### config.mk
export PLATFORM = sky130hd
export DESIGN_NAME = pc_ctrl
export DESIGN_NICKNAME = d
export VERILOG_FILES = /design/src/rtl/pc_ctrl_pkg.sv /design/src/rtl/pc_ctrl_npc_calc.sv /design/src/rtl/pc_ctrl.sv
export SDC_FILE = /design/constraint.sdc
export NUM_CORES = 1
export LEC_CHECK = 0
export CAP_MARGIN = 20
export CORE_MARGIN = 2
export CORE_UTILIZATION = 45
export CTS_BUF_LIST = sky130_fd_sc_hd__clkbuf_16
export DETAILED_ROUTE_END_ITERATION = 8
export HOLD_SLACK_MARGIN = 0.08
export PLACE_DENSITY = 0.75
export SYNTH_ARGS = -nofsm -noshare
export SYNTH_HDL_FRONTEND = slang
export SYNTH_HIERARCHICAL = 1
export SYNTH_SLANG_ARGS = --single-unit
### constraint.sdc
create_clock -name clk -period 5 [get_ports clk]
set_input_delay 1.5 -clock clk [delete_from_list [all_inputs] [get_ports clk]]
set_output_delay 1.5 -clock clk [all_outputs]
set_load 0.01 [all_outputs]
### src/rtl/pc_ctrl_pkg.sv
// Shared next-PC select codes and reset defaults
// for the fetch-side PC controller.
package pc_ctrl_pkg;

   localparam logic [2:0] NPC_SEQ = 3'd0;
   localparam logic [2:0] NPC_BR  = 3'd1;
   localparam logic [2:0] NPC_J   = 3'd2;
   localparam logic [2:0] NPC_JR  = 3'd3;

   localparam logic [31:0] RESET_PC_DEF = 32'h0000_3000;
   localparam logic [31:0] IM_BASE_DEF  = 32'h0000_3000;

   // Word offset of a branch, sign-extended and scaled to bytes.
   function automatic logic [31:0] br_off(input logic [15:0] imm);
      return {{14{imm[15]}}, imm, 2'b00};
   endfunction

endpackage

### src/rtl/pc_ctrl_npc_calc.sv
// Combinational next-PC mux: picks the fetch target
// and flags taken D-stage control transfers.
module pc_ctrl_npc_calc
   import pc_ctrl_pkg::*;
(
   input  logic [31:0] pc_f,
   input  logic [31:0] pc_d,
   input  logic        valid_d,
   input  logic [2:0]  npc_op,
   input  logic        br_cond,
   input  logic [15:0] imm16,
   input  logic [25:0] imm26,
   input  logic [31:0] rs,
   output logic [31:0] target,
   output logic        redirect
);

   logic [31:0] seq_pc;

   assign seq_pc = pc_f + 32'd4;

   // Target select; an empty D stage always falls through.
   always_comb begin
      target   = seq_pc;
      redirect = 1'b0;
      if (valid_d) begin
         case (npc_op)
            NPC_BR: begin
               if (br_cond) begin
                  target   = pc_d + 32'd4 + br_off(imm16);
                  redirect = 1'b1;
               end
            end
            NPC_J: begin
               target   = {pc_d[31:28], imm26, 2'b00};
               redirect = 1'b1;
            end
            NPC_JR: begin
               target   = rs;
               redirect = 1'b1;
            end
            default: begin
               target   = seq_pc;
               redirect = 1'b0;
            end
         endcase
      end
   end

endmodule

### src/rtl/pc_ctrl.sv
// Fetch-side PC owner: F PC, F->D latch, taken-redirect
// counter and fetch address range check.
module pc_ctrl
   import pc_ctrl_pkg::*;
#(
   parameter logic [31:0] RESET_PC = RESET_PC_DEF,
   parameter logic [31:0] IM_BASE  = IM_BASE_DEF,
   parameter int unsigned IM_WORDS = 4096
) (
   input  logic        clk,
   input  logic        reset_n,
   input  logic        stall_i,
   input  logic [2:0]  npc_op_d,
   input  logic        br_cond_d,
   input  logic [15:0] imm16_d,
   input  logic [25:0] imm26_d,
   input  logic [31:0] rs_d,
   output logic [31:0] pc_f,
   output logic [31:0] pc_d,
   output logic        valid_d,
   output logic [31:0] link_d,
   output logic        redirect_d,
   output logic        adel_f,
   output logic [31:0] taken_cnt
);

   // Upper bound held in 33 bits so a range touching 2^32 still works.
   localparam logic [32:0] IM_END =
      {1'b0, IM_BASE} + (33'(IM_WORDS) * 33'd4);

   logic [31:0] target;
   logic        mis;
   logic        low;
   logic        high;

   pc_ctrl_npc_calc u_npc (
      .pc_f     (pc_f),
      .pc_d     (pc_d),
      .valid_d  (valid_d),
      .npc_op   (npc_op_d),
      .br_cond  (br_cond_d),
      .imm16    (imm16_d),
      .imm26    (imm26_d),
      .rs       (rs_d),
      .target   (target),
      .redirect (redirect_d)
   );

   assign link_d = pc_d + 32'd8;

   assign mis  = (pc_f[1:0] != 2'b00);
   assign low  = (pc_f < IM_BASE);
   assign high = ({1'b0, pc_f} >= IM_END);

   // Fetch address error; the PC keeps advancing regardless.
   always_comb begin
      adel_f = mis | low | high;
   end

   // PC pipeline and perf counter; reset beats stall.
   always_ff @(posedge clk) begin
      if (!reset_n) begin
         pc_f      <= RESET_PC;
         pc_d      <= 32'd0;
         valid_d   <= 1'b0;
         taken_cnt <= 32'd0;
      end else if (!stall_i) begin
         pc_f      <= target;
         pc_d      <= pc_f;
         valid_d   <= 1'b1;
         taken_cnt <= taken_cnt + {31'd0, redirect_d};
      end
   end

endmodule

* After elaboration in Yosys (flattened, before gate mapping)
Index checks and enable logic that the tools add are counted.
** Operators by class
- $add $sub $neg :: 5
- Order comparisons :: 2
- Equal/unequal tests :: 3
- Multiplexer cells :: 6
- Bitwise operators :: 2
- Reduce and logical (&&, ||, !) cells :: 2
** Operators with widths (count)
- $pmux W32 S3 :: 1
- $add A32 B3 Y32 const B :: 2
- $mux W32 :: 2
- $add A32 B1 Y32 :: 1
- $add A32 B32 Y32 :: 1
- $add A32 B4 Y32 const B :: 1
- $ge A32 B15 Y1 const B :: 1
- $lt A32 B14 Y1 const B :: 1
- $eq A3 B2 Y1 const B :: 2
- $eq A3 B1 Y1 const B :: 1
- $mux W1 :: 2
- $or A1 B1 Y1 :: 2
- $pmux W1 S2 :: 1
- $reduce_bool A2 Y1 :: 1
- $reduce_or A2 Y1 :: 1
** Word-level totals
- Bits in registers :: 97
- Bits of input ports :: 81
- Output and inout port bits :: 131
- Logic and storage cells :: 24

* Depth between registers and ports, before layout
- Depth in word-level cells :: 5
- Gate-level depth with buffers :: 17
- Depth with buffers taken out :: 17

* Modules after synthesis
Netlist, hierarchy kept.
** Modules (own cells, without submodules)
- pc_ctrl :: instances 1, cells an instance 489, area an instance 4421.7 µm², seq. area each 1941.9 µm²
- pc_ctrl_npc_calc :: instances 1, cells an instance 437, area an instance 3318.2 µm², seq. area each 0.0 µm²

* Worst setup path after synthesis
Ideal clock, no wire load.
- Path kind :: input-to-reg
- Start point :: input npc_op_d[2]
- End point :: register taken_cnt[24]
- Setup time :: 70 ps
- Data arrival time :: 4340 ps
- Required time :: 4930 ps
- Setup slack :: 589 ps
- Stages :: 12
- Buffers on the path :: 2
- Cells stage by stage :: inv_1 > nand3b_1 > o21ai_0 > clkinv_1 > clkbuf_1 > ha_1 > ha_1 > nand2b_1 > or4_1 > buf_2 > or4_1 > a21oi_1
** Between the ends
- Word-level cells in the longest chain between the ends :: 5
- Elaborated cells on any way between the ends :: 7
** Ends and longest elaborated chain
- start: declaration :: RTL line pc_ctrl.sv:13 : input logic [2:0] npc_op_d,
- $eq A3 B2 Y1 :: RTL line pc_ctrl_npc_calc.sv:27 : case (npc_op)
- $reduce_or A2 Y1 (no line)
- $pmux W1 S2 * :: RTL line pc_ctrl_npc_calc.sv:27
- $mux W1 * :: RTL line pc_ctrl_npc_calc.sv:26 : if (valid_d) begin
- named net redirect_d :: RTL line pc_ctrl.sv:22 : output logic redirect_d,
- $add A32 B1 Y32 * :: RTL line pc_ctrl.sv:71 : taken_cnt <= taken_cnt + {31'd0, redirect_d};
- end signal: assignment :: RTL line pc_ctrl.sv:71
- end: declaration :: RTL line pc_ctrl.sv:24 : output logic [31:0] taken_cnt
The timed path passes the listed nets; every way through them passes the cells marked *.
A chain may end at the register's enable or synchronous reset.

* Final worst setup path
- Start point :: input npc_op_d[0]
- End point :: output redirect_d
** Between the ends
- Word-level cells in the longest chain between the ends :: 4
- Elaborated cells on any way between the ends :: 6
** Ends and longest elaborated chain (RTL line)
- $eq A3 B2 Y1 :: pc_ctrl_npc_calc.sv:27
- $reduce_or A2 Y1 (no line)
- $pmux W1 S2 * :: pc_ctrl_npc_calc.sv:27
- $mux W1 * :: pc_ctrl_npc_calc.sv:26
- end: declaration :: pc_ctrl.sv:22
Every way passes the cells marked *; elsewhere a longest branch is shown, timed or not.

==> metrics.md <==
| Metric | Value |
|---|---|
| Outcome | `complete, no violations` |
| Cts repair resizes | `0` |
| Startpoint Class | `input port` |
| Initial antenna violation count | `0` |
| Synthesized area | `0.00774 sq mm` |
| DR vias | `7934` |
| Ports | `around 210` |
| Hold violation count in the final report | `0` |
| Clk_skew | `about 8.4 ps` |
| Mapped Nets | `1069` |
| First-pass GRT wire length | `39400 um` |
| Post-synth EDFFs | `0` |
| Pin count of the biggest net entering global routing | `61` |
| Crit path from | `npc_op_d[0]` |
| Syn Area/Cell | `8.36 sq um` |
| Sum of negative setup slack | `0 ps` |
| GR Util met3 | `4.34%` |
| Static Leak | `0.00413 uW` |
| Max VDD drop | `between 0.15 and 0.2 mV` |
| Flops & latches, synth | `97` |
| Cts bufs inserted | `9` |
| Wire length per cell | `around 19 um` |
| Post-synth top flop | `dfxtp_1` |
| Reg2reg setup slack | `approximately 1600 ps` |
| Clk Latency, worst-skew pair | `~350 ps` |
| Rel. slew slack | `49.1%` |
| CTS clock-pin slew for the worst setup and hold paths | `approximately 70 ps` |
| Critical Path Fanout Max | `6` |
| CTS tree | `built` |
| Sequential element share of the synthesized area | `25.1%` |
| Final HPWL from detailed placement | `18600 um` |
| Power density cells | `183 mW/mm^2` |
| Met1 Resource Use GR | `36.4%` |
| Min-delay worst type | `register to register` |
| Kind of critical path | `input port to primary output` |
| Vias in the first global route | `7477` |
| DR iter-0 viols | `~670` |
| WL final | `25100 um` |
| Top-area cell type share of the netlist area | `25.1%` |
| Final setup vio count | `0` |
| Gr usage total | `27.0%` |
| Initial Utilization | `46.3%` |
| Crit end category | `primary output` |
| Min-Delay Path Depth | `2` |
| WHS Endpoint | `valid_d` |
| GP Congestion | `0.939` |
| Netlist cell types | `79` |
| Worst Min Path Start | `valid_d` |
| Die outline area | `0.0183 sq mm` |
| Maximum achievable frequency | `about 210 MHz` |
| Fraction of layout cells with a size suffix above 1 | `6.13%` |
| Syn-to-layout area delta | `33.4%` |
| Reg-to-Reg End | `pc_f[31]` |
| Vias/cell | `5.89` |
| Sink Count | `97` |
| Critical R2R Launch | `pc_d[3]` |
| Setup Buffers After CTS | `0` |
| Cell count after synthesis | `926` |
| Max-Cap Viols | `0` |
| Busiest grt layer | `met2` |
| Actual slew at the worst max-slew pin | `757 ps` |
| Slew Limit Fails | `0` |
| Cts hold-fix bufs | `0` |
| DR DRC count | `0` |
| Buffers added on ports | `211` |
| Root Buffer | `clkbuf_16` |
| RSZ-0062 raised after global routing | `false` |
| WP data arrival | `3240 ps` |
| Die W | `135 um` |
| Cells on worst reg2reg path | `16` |
| Die Y | `~140 um` |
| # diodes | `0` |
| Row Count | `47` |
| ANT nets after route | `0` |
| Post-synth ARST share | `0%` |
| Fillers | `1497` |
| YS warnings | `6` |
| Global route overflow | `0` |
| TritonRoute pass-1 iters | `7` |
| Post-synthesis cell type with the largest combined area | `dfxtp_1` |
| Design Power | `around 1900 uW` |
| Clock buffer depth | `2` |
| Period utilization | `a little over nine tenths` |
| H-tree depth reported by CTS | `3` |
| Area of the core | `0.0167 sq mm` |
| Final min period | `4740 ps` |
| Synth area leaders | `dfxtp_1, ha_1, mux2i_1` |
| Met2 Resource Use GR | `43.9%` |
| Crit path required time | `approximately 3500 ps` |
| NumNets Final | `1264` |
==> flip-flops by register name (all words and copies together) (netlist names) <==
register,flops
pc_d,32
pc_f,32
taken_cnt,32
valid_d,1
==> cell families (layout without fill, tap and decap cells) <==
family | after synthesis | count (layout) | synth area share, %
compound gates | 199 | 199 | 19.0
flops | 97 | 97 | 25.1
fa+ha+maj | 62 | 62 | 10.1
mux | 71 | 71 | 9.18
xor+xnor | 90 | 90 | 10.2
simple gates | 322 | 322 | 21.0
buf+inv | 85 | 285 | 5.33
==> layout make-up <==
cell class	instances	area [sq um]	share of cell area [%]
well taps	220	275	2.67
multi-input cells	744	5390	52.2
inverters	35	131	1.27
repair buffers	234	2290	22.2
clock buffers	9	225	2.18
clock inverters	7	65.1	0.630
flip-flops and latches	97	1940	18.8
==> synth_stat cells, types with 4 or more instances <==
cell type / instances
buf_4: 4
dfxtp_1: 97
a21o_1: 5
nor4_1: 18
a222oi_1: 15
nand2_1: 50
buf_1: 7
o21ai_0: 29
a211oi_1: 4
and4_1: 7
xnor2_1: 40
inv_1: 34
nor3_1: 16
o21bai_1: 5
mux2i_1: 71
nand3_1: 36
nand4b_1: 4
nand2b_1: 6
xor2_1: 50
ha_1: 61
a221o_1: 8
a21oi_1: 53
o22ai_1: 16
a22oi_1: 5
or3_1: 13
a221oi_1: 7
or4_1: 9
and3_1: 13
clkbuf_1: 32
nand4_1: 23
o31ai_1: 7
nor2_1: 107
==> per-layer routing <==
layer | wire [um] | vias to the layer above
met5 | 0 | -
met2 | 11600 | 315
met1 | 11100 | 3758
li1 | - | 3814
met4 | 689 | 0
met3 | 1750 | 47
==> layout by cell type (no fill, tap or decap), drive strengths merged, types with 36 or more instances in the layout <==
cell type / Yosys / final
nand3: 36 / 36
clkdlybuf4s50: 0 / 210
mux2i: 71 / 71
a21oi: 54 / 54
nand2: 50 / 50
ha: 61 / 61
dfxtp: 97 / 97
xnor2: 40 / 40
inv: 34 / 38
xor2: 50 / 50
nor2: 107 / 107
==> worst max-delay path, stage by stage <==
cell	delay, ps
clkdlybuf4s50_1	590
nand3b_1	150
o21ai_0	210
buf_4	180
clkinv_1	80
clkdlybuf4s50_1	530
==> report_power, final <==
| part | total (uW) | internal [uW] | switching, uW | leakage [uW] |
|---|---|---|---|---|
| clock network | 696 | 349 | 348 | 0.000143 |
| registers | 811 | 785 | 25.9 | 0.000784 |
| logic | 383 | 193 | 190 | 0.00321 |
==> through the flow <==
stage | area [sq um] | std cells | util [%] | setup slack, ps | hold WS (ps)
after global routing | 10300 | 1346 | 61.8 | 97.8 | 515
after detailed placement | 10000 | 1330 | 60.1 | 200 | 498
after global placement | 10000 | 1330 | 60.1 | 249 | 492
after CTS | 10300 | 1346 | 61.8 | 273 | 509
after floorplan | 7740 | 926 | - | 589 | 498
final | 10300 | 1346 | 61.8 | 258 | 508
==> worst max path at each step <==
stage | end | slack, ps | depth (start not counted)
detailed placement | pc_f[31] | 200 | 16
finish | redirect_d | 260 | 6
global route | redirect_d | 100 | 6
floorplan | taken_cnt[24] | 590 | 12
global placement | pc_f[13] | 250 | 17
CTS | redirect_d | 270 | 6
Note: power is estimated with default switching activity, not from simulation.
